[src/rtl/fetch_ctrl_pkg.sv]
// rtl/fetch_ctrl_pkg.sv - shared types, sizes and predecode helper for the fetch controller
package fetch_ctrl_pkg;

    localparam int OBQ_SIZE      = 16;
    localparam int OBQ_IDX_WIDTH = $clog2(OBQ_SIZE) + 1;

    typedef enum logic [1:0] {
        S_REQ,
        S_WAIT,
        S_PRED,
        S_SQUASH
    } fetch_state_t;

    typedef struct packed {
        logic [31:0]              inst;
        logic [31:0]              pc;
        logic                     obq_valid;
        logic [OBQ_IDX_WIDTH-1:0] obq_index;
    } fq_entry_t;

    // RISC-V B-type opcode: every conditional branch shares it
    function automatic logic is_cond_branch(input logic [31:0] inst);
        return inst[6:0] == 7'b1100011;
    endfunction

endpackage

[src/rtl/fetch_ctrl_if.sv]
// rtl/fetch_ctrl_if.sv - icache, branch predictor, execute and decode signals of the fetch controller
interface fetch_ctrl_if #(
    parameter int OBQ_IDX_W = fetch_ctrl_pkg::OBQ_IDX_WIDTH
);
    logic                 icache_req_valid;
    logic [31:0]          icache_req_addr;
    logic                 icache_req_ready;
    logic                 icache_rsp_valid;
    logic [31:0]          icache_rsp_inst;
    logic [31:0]          bp_pc;
    logic                 bp_if_branch;
    logic                 bp_next_pc_valid;
    logic [31:0]          bp_next_pc;
    logic [OBQ_IDX_W-1:0] bp_next_pc_index;
    logic                 ex_mispredict;
    logic [31:0]          ex_redirect_pc;
    logic                 fq_valid;
    logic [31:0]          fq_inst;
    logic [31:0]          fq_pc;
    logic                 fq_obq_valid;
    logic [OBQ_IDX_W-1:0] fq_obq_index;
    logic                 dec_ready;

    modport master (
        output icache_req_valid, icache_req_addr, bp_pc, bp_if_branch,
               fq_valid, fq_inst, fq_pc, fq_obq_valid, fq_obq_index,
        input  icache_req_ready, icache_rsp_valid, icache_rsp_inst,
               bp_next_pc_valid, bp_next_pc, bp_next_pc_index,
               ex_mispredict, ex_redirect_pc, dec_ready
    );

    modport slave (
        input  icache_req_valid, icache_req_addr, bp_pc, bp_if_branch,
               fq_valid, fq_inst, fq_pc, fq_obq_valid, fq_obq_index,
        output icache_req_ready, icache_rsp_valid, icache_rsp_inst,
               bp_next_pc_valid, bp_next_pc, bp_next_pc_index,
               ex_mispredict, ex_redirect_pc, dec_ready
    );

endinterface

[src/rtl/fetch_queue.sv]
// rtl/fetch_queue.sv - circular FIFO of fetched entries with flush, wrap-bit pointers
module fetch_queue
    import fetch_ctrl_pkg::*;
#(
    parameter int DEPTH = 4
) (
    input  logic                   clock,
    input  logic                   reset,
    input  logic                   push,
    input  fq_entry_t              push_data,
    input  logic                   pop,
    input  logic                   flush,
    output fq_entry_t              head_data,
    output logic [$clog2(DEPTH):0] count,
    output logic                   full,
    output logic                   empty
);
    localparam int PW = $clog2(DEPTH);

    fq_entry_t     mem [DEPTH];
    logic [PW:0]   head;
    logic [PW:0]   tail;
    logic          do_push;
    logic          do_pop;

    // flush wins over any push or pop in the same cycle
    assign do_push   = push && !flush && !full;
    assign do_pop    = pop && !flush && !empty;
    assign count     = tail - head;
    assign full      = count == (PW + 1)'(DEPTH);
    assign empty     = head == tail;
    assign head_data = mem[head[PW-1:0]];

    always_ff @(posedge clock) begin
        if (reset) begin
            head <= '0;
            tail <= '0;
        end else if (flush) begin
            head <= tail;
        end else begin
            if (do_push) tail <= tail + 1'b1;
            if (do_pop)  head <= head + 1'b1;
        end
    end

    always_ff @(posedge clock) begin
        if (do_push) mem[tail[PW-1:0]] <= push_data;
    end

endmodule

[src/rtl/fetch_ctrl.sv]
// rtl/fetch_ctrl.sv - fetch PC owner: one icache request in flight, BP handoff, fetch queue to decode
module fetch_ctrl
    import fetch_ctrl_pkg::*;
#(
    parameter int          FQ_DEPTH  = 4,
    parameter int          OBQ_IDX_W = OBQ_IDX_WIDTH,
    parameter logic [31:0] RESET_PC  = 32'h0
) (
    input logic          clock,
    input logic          reset,
    fetch_ctrl_if.master bus
);
    localparam int CW = $clog2(FQ_DEPTH) + 1;

    fetch_state_t  state;
    logic [31:0]   pc;
    logic [31:0]   inst_q;
    logic [CW-1:0] fq_count;
    logic          fq_full;
    logic          fq_empty;
    logic          push;
    logic          pop;
    logic          req_fire;
    logic          rsp_is_branch;
    fq_entry_t     push_data;
    fq_entry_t     head;

    assign rsp_is_branch        = is_cond_branch(bus.icache_rsp_inst);
    assign bus.icache_req_valid = !reset && state == S_REQ && fq_count < CW'(FQ_DEPTH);
    assign bus.icache_req_addr  = reset ? '0 : {pc[31:2], 2'b00};
    assign req_fire             = bus.icache_req_valid && bus.icache_req_ready;

    // BP registers pc_in on this pulse and answers during S_PRED
    assign bus.bp_if_branch = !reset && !bus.ex_mispredict && state == S_WAIT
                              && bus.icache_rsp_valid && rsp_is_branch;
    assign bus.bp_pc        = reset ? '0 : pc;

    always_comb begin
        push      = 1'b0;
        push_data = '0;
        push_data.pc = pc;
        if (!reset && !bus.ex_mispredict) begin
            if (state == S_WAIT && bus.icache_rsp_valid && !rsp_is_branch) begin
                push           = 1'b1;
                push_data.inst = bus.icache_rsp_inst;
            end else if (state == S_PRED) begin
                push                = 1'b1;
                push_data.inst      = inst_q;
                push_data.obq_valid = bus.bp_next_pc_valid;
                if (bus.bp_next_pc_valid)
                    push_data.obq_index = OBQ_IDX_WIDTH'(bus.bp_next_pc_index);
            end
        end
    end

    assign pop              = bus.fq_valid && bus.dec_ready;
    assign bus.fq_valid     = !reset && !fq_empty;
    assign bus.fq_inst      = reset ? '0 : head.inst;
    assign bus.fq_pc        = reset ? '0 : head.pc;
    assign bus.fq_obq_valid = bus.fq_valid && head.obq_valid;
    assign bus.fq_obq_index = reset ? '0 : OBQ_IDX_W'(head.obq_index);

    fetch_queue #(.DEPTH(FQ_DEPTH)) u_fq (
        .clock     (clock),
        .reset     (reset),
        .push      (push),
        .push_data (push_data),
        .pop       (pop),
        .flush     (bus.ex_mispredict),
        .head_data (head),
        .count     (fq_count),
        .full      (fq_full),
        .empty     (fq_empty)
    );

    always_ff @(posedge clock) begin
        if (reset) begin
            state  <= S_REQ;
            pc     <= RESET_PC;
            inst_q <= '0;
        end else if (bus.ex_mispredict) begin
            pc <= bus.ex_redirect_pc;
            case (state)
                S_REQ:    state <= req_fire ? S_SQUASH : S_REQ;
                S_WAIT:   state <= bus.icache_rsp_valid ? S_REQ : S_SQUASH;
                // a response landing with the redirect is the one being squashed
                S_SQUASH: state <= bus.icache_rsp_valid ? S_REQ : S_SQUASH;
                default:  state <= S_REQ;
            endcase
        end else begin
            case (state)
                S_REQ: if (req_fire) state <= S_WAIT;
                S_WAIT: begin
                    if (bus.icache_rsp_valid) begin
                        inst_q <= bus.icache_rsp_inst;
                        if (rsp_is_branch) begin
                            state <= S_PRED;
                        end else begin
                            pc    <= pc + 32'd4;
                            state <= S_REQ;
                        end
                    end
                end
                S_PRED: begin
                    pc    <= bus.bp_next_pc_valid ? bus.bp_next_pc : pc + 32'd4;
                    state <= S_REQ;
                end
                default: if (bus.icache_rsp_valid) state <= S_REQ;
            endcase
        end
    end

    a_push_has_room: assert property (@(posedge clock) disable iff (reset) push |-> !fq_full);

endmodule

[src/flat_wrapper.sv]
// flat-port wrapper written by rule: the top's interface ports become plain ports
module fetch_ctrl_flat import fetch_ctrl_pkg::*;
#(
    parameter int          FQ_DEPTH  = 4,
    parameter int          OBQ_IDX_W = OBQ_IDX_WIDTH,
    parameter logic [31:0] RESET_PC  = 32'h0
)
  (clock, reset, bus_icache_req_valid, bus_icache_req_addr, bus_bp_pc, bus_bp_if_branch, bus_fq_valid, bus_fq_inst, bus_fq_pc, bus_fq_obq_valid, bus_fq_obq_index, bus_icache_req_ready, bus_icache_rsp_valid, bus_icache_rsp_inst, bus_bp_next_pc_valid, bus_bp_next_pc, bus_bp_next_pc_index, bus_ex_mispredict, bus_ex_redirect_pc, bus_dec_ready);
  fetch_ctrl_if #(.OBQ_IDX_W(OBQ_IDX_W)) bus_i ();
  input logic clock;
  input logic reset;
  output wire logic [$bits(bus_i.icache_req_valid)-1:0] bus_icache_req_valid;
  output wire logic [$bits(bus_i.icache_req_addr)-1:0] bus_icache_req_addr;
  output wire logic [$bits(bus_i.bp_pc)-1:0] bus_bp_pc;
  output wire logic [$bits(bus_i.bp_if_branch)-1:0] bus_bp_if_branch;
  output wire logic [$bits(bus_i.fq_valid)-1:0] bus_fq_valid;
  output wire logic [$bits(bus_i.fq_inst)-1:0] bus_fq_inst;
  output wire logic [$bits(bus_i.fq_pc)-1:0] bus_fq_pc;
  output wire logic [$bits(bus_i.fq_obq_valid)-1:0] bus_fq_obq_valid;
  output wire logic [$bits(bus_i.fq_obq_index)-1:0] bus_fq_obq_index;
  input wire logic [$bits(bus_i.icache_req_ready)-1:0] bus_icache_req_ready;
  input wire logic [$bits(bus_i.icache_rsp_valid)-1:0] bus_icache_rsp_valid;
  input wire logic [$bits(bus_i.icache_rsp_inst)-1:0] bus_icache_rsp_inst;
  input wire logic [$bits(bus_i.bp_next_pc_valid)-1:0] bus_bp_next_pc_valid;
  input wire logic [$bits(bus_i.bp_next_pc)-1:0] bus_bp_next_pc;
  input wire logic [$bits(bus_i.bp_next_pc_index)-1:0] bus_bp_next_pc_index;
  input wire logic [$bits(bus_i.ex_mispredict)-1:0] bus_ex_mispredict;
  input wire logic [$bits(bus_i.ex_redirect_pc)-1:0] bus_ex_redirect_pc;
  input wire logic [$bits(bus_i.dec_ready)-1:0] bus_dec_ready;
  assign bus_icache_req_valid = bus_i.icache_req_valid;
  assign bus_icache_req_addr = bus_i.icache_req_addr;
  assign bus_bp_pc = bus_i.bp_pc;
  assign bus_bp_if_branch = bus_i.bp_if_branch;
  assign bus_fq_valid = bus_i.fq_valid;
  assign bus_fq_inst = bus_i.fq_inst;
  assign bus_fq_pc = bus_i.fq_pc;
  assign bus_fq_obq_valid = bus_i.fq_obq_valid;
  assign bus_fq_obq_index = bus_i.fq_obq_index;
  assign bus_i.icache_req_ready = bus_icache_req_ready;
  assign bus_i.icache_rsp_valid = bus_icache_rsp_valid;
  assign bus_i.icache_rsp_inst = bus_icache_rsp_inst;
  assign bus_i.bp_next_pc_valid = bus_bp_next_pc_valid;
  assign bus_i.bp_next_pc = bus_bp_next_pc;
  assign bus_i.bp_next_pc_index = bus_bp_next_pc_index;
  assign bus_i.ex_mispredict = bus_ex_mispredict;
  assign bus_i.ex_redirect_pc = bus_ex_redirect_pc;
  assign bus_i.dec_ready = bus_dec_ready;
  fetch_ctrl #(.FQ_DEPTH(FQ_DEPTH), .OBQ_IDX_W(OBQ_IDX_W), .RESET_PC(RESET_PC)) u_core (.clock(clock), .reset(reset), .bus(bus_i));
endmodule
[config.mk]
export PLATFORM = sky130hd
export DESIGN_NAME = fetch_ctrl_flat
export DESIGN_NICKNAME = d
export VERILOG_FILES = /design/src/rtl/fetch_ctrl_pkg.sv /design/src/rtl/fetch_ctrl_if.sv /design/src/rtl/fetch_queue.sv /design/src/rtl/fetch_ctrl.sv /design/src/flat_wrapper.sv
export SDC_FILE = /design/constraint.sdc
export NUM_CORES = 1
export LEC_CHECK = 0
export BUFFER_PORTS_ARGS = -buffer_cell sky130_fd_sc_hd__buf_2
export CORE_MARGIN = 1
export CORE_UTILIZATION = 44
export CTS_CLUSTER_DIAMETER = 60
export CTS_CLUSTER_SIZE = 12
export DETAILED_ROUTE_END_ITERATION = 7
export HOLD_SLACK_MARGIN = 0.15
export PLACE_DENSITY = 0.76
export SLEW_MARGIN = 20
export SYNTH_ARGS = -nofsm -noshare
export SYNTH_HDL_FRONTEND = slang
export SYNTH_SLANG_ARGS = --single-unit
[constraint.sdc]
create_clock -name clock -period 5.8 [get_ports clock]
set_input_delay 0.58 -clock clock [delete_from_list [all_inputs] [get_ports clock]]
set_output_delay 0.58 -clock clock [all_outputs]
set_load 0.05 [all_outputs]
==> impl_metrics.toml <==
[outcome]
status = "complete, no violations"

[die]
row_count = 68
core_sq_mm = 0.0346
die_area_sq_mm = 0.0360
die_height_microns = 190
start_util_pct = 44.8
ios = 245
die_w_microns = 190

[drt]
vias = 10560
drt-pass1-iter-count = 6
drc = 0
routed_wirelength_mm = 40.6
wire_per_inst_microns = 22.2
vias_per_cell = 5.76
antenna_left = 0
drt_iter0_drc = 1109

[synth]
postSynthAreaPerCell_sq_um = 13.3
synthesis.area_sq_mm = 0.0155
yosys_most_used_dff = "edfxtp_1"
synth_warnings = 0
ys_types = 64
synthArstFlopShare_pct = 0
synth_edf_count = 280
ys_seq_area_share_pct = 63.7
synth_seq_cells = 354
synthCells = 1168

[sta]
fmax_mhz = 267
slew_headroom_pct = 21.8
final.setup.tns_ps = 0
finalHoldViolations = 0
finClkSkew_ps = 18.7
setup-violations-final = 0
period_minus_slack_ps = 3750
final.period_utilization_pct = 64.7
slew_violations = 0
final.setup.worst_slack_ps = 2050
worst_pin_slew_ps = 1160
rsz0062_at_grt = "no"

[placed_design]
post_dp_cell_area_sq_mm = 0.0169
place.gp.congestion = 0.834
place_ws_ps = 2110
numPortBuffers = 242
detailedPlacementHpwl_mm = 25.2

[pwr]
finalPower_mw = 5.53
ir_drop_mv = 0.180
power_density_mw_per_mm2 = 307
p_leak_nw = 6.46

[setup_path]
start_kind = "register"
slowest_delay_ps = 1040
cp-end-kind = "register"
critical_path_class = "reg -> reg"
cp.arrival_ps = 3880
worstPathRequired_ps = 5930
cp_cell_sequence = "inv_1, ha_1, fa_1, xor3_1, and3_1, a211oi_1, and2_4"
crit_slowest_cell = "and2_4"
crit_path_max_fanout = 70

[cells_and_area]
drive_gt1_share_pct = 28.1
fin_area_sq_mm = 0.0180
layout.nets = 1471
syn2layout_area_growth_pct = 16.3

[cts]
clk_latency_ps = 510
ctsLongestPathBuffers = 3
cts-root-buf = "clkbuf_16"
cts_buffers = 36
post-cts-setup-buffers = 0
cts.clk_slew.worst_paths_ps = 60
cts.sinks = 354
post_cts_resized = 0
htree_levels = 2
ctsHoldBuffers = 0
cts_tree = "done"

[global_route]
grt_busiest_layer = "met2"
grt_pass1_wl_mm = 60.9
use_met3_pct = 3.65
overflow = 0
antenna_found_initial = 2
use_met2_pct = 36.1
grt_pass1_vias = 10463
grt_start_max_net_pins = 81
use_met1_pct = 30.7
grt.total_usage_pct = 22.5

[run]
cap_viol_max_count = 0

[worst_hold_path]
hold_class = "in -> reg"
-- kinds of logic after synthesis --
family	count (synthesis)	share of synthesized area, %
other cells	1	0.0242
flops	354	63.7
mux	73	10.4
buf+inv	127	3.88
xor+xnor	12	0.774
fa+ha+maj	9	0.774
simple gates	406	12.9
compound gates	186	7.50
-- area by class of cell --
type	count	area, sq um
tap	455	569
fill	2856	16600
multi-input combinational	688	5060
inverter	14	52.6
antenna	2	5.00
clock inverter	4	42.5
sequential	354	9900
timing repair buffer	260	1410
clock buffer	56	997
-- synth_stat cells (2+ instances only) --
cell	number	area, sq um
buf_1	11	41.3
mux4_2	70	1580
xor2_1	5	43.8
xnor2_1	6	52.6
nor4_1	12	75.1
and3_1	13	81.3
a211oi_1	8	60.1
edfxtp_1	280	8410
ha_1	8	100
and2_1	75	469
o31ai_1	5	37.5
a221oi_1	4	35.0
o21a_1	3	22.5
mux2i_1	3	30.0
nand3b_1	2	15.0
dfxtp_1	74	1480
inv_1	13	48.8
o2111ai_1	4	35.0
or2_2	2	12.5
clkbuf_1	66	248
o21ai_1	2	10.0
o21ai_0	28	140
a22oi_1	14	105
nand3_1	12	60.1
a31oi_1	9	56.3
a21oi_1	76	380
o32ai_1	2	17.5
o2bb2ai_1	2	17.5
a311oi_1	7	61.3
buf_2	4	20.0
nor2b_1	28	175
and4_1	4	35.0
or4_1	3	22.5
buf_4	32	240
and3b_1	2	17.5
nand4_1	11	68.8
nor2_1	55	206
or3_1	2	12.5
o211ai_1	7	52.6
nor3_1	14	70.1
a211o_1	4	35.0
nand2_1	164	616
-- final timing paths --
path	startpoint	end	slack [ps]	cells after the start
max	u_core.u_fq.tail[0]$_SDFFE_PP0P_	u_core.u_fq.mem[1][47]$_DFFE_PP_	2050	7
min	bus_icache_rsp_inst[7]	u_core.inst_q[7]$_SDFFE_PP0P_	320	3
max reg2reg	u_core.u_fq.tail[0]$_SDFFE_PP0P_	u_core.u_fq.mem[1][47]$_DFFE_PP_	2050	7
min reg2reg	u_core.inst_q[3]$_SDFFE_PP0P_	u_core.inst_q[3]$_SDFFE_PP0P_	460	2
-- power by group --
part	switching (mW)	total (mW)	internal [mW]
Combinational	0.407	0.601	0.194
Clock	0.915	2.10	1.19
Sequential	0.0719	2.83	2.75
Total	1.39	5.53	4.14
-- flip-flops by register name, summed over array words and instances (netlist names), named ones only --
register / flops
u_core.pc: 32
u_core.state: 2
u_core.u_fq.tail: 3
u_core.u_fq.mem: 280
u_core.inst_q: 32
u_core.u_fq.head: 3
-- per-layer routing --
layer	part of all wire (%)	up-vias
li1	-	4709
met1	41	5215
met2	47	558
met3	8.4	76
met5	0.027	-
met4	3.3	2
-- layout by cell type, fill, tap and decap left out, types with 5 or more instances in the layout --
cell type / instances
buf_2: 241
nand4_1: 11
nand3_1: 12
a31oi_1: 9
and2_1: 71
a311oi_1: 7
nor2b_1: 28
clkbuf_16: 37
edfxtp_1: 280
a22oi_1: 14
ha_1: 8
mux4_2: 70
xor2_1: 5
buf_4: 15
dfxtp_1: 72
and3_1: 13
xnor2_1: 6
nor2_1: 54
nor3_1: 13
a211oi_1: 8
inv_1: 13
a21oi_1: 76
nor4_1: 12
clkbuf_1: 19
nand2_1: 164
o31ai_1: 5
o211ai_1: 7
o21ai_0: 28
-- through the flow --
step	hold WS, ps	utilization [%]	std cells
floorplan	437	-	1169
global placement	442	48.8	1767
detailed placement	447	48.9	1768
CTS	306	51.9	1828
global route	305	52.1	1832
finish	316	52.1	1833
-- worst max-delay path, delay by kind of cell, from the launching register on --
family	cells	cell delay [ps]
and+or+nand+nor	2	1240
AOI/OAI and AO/OA	1	710
adders and majority gates	2	580
DFF	1	430
xor gates and xnor gates	1	220
buffers and inverters	1	140
(Power assumes the default switching activity.)
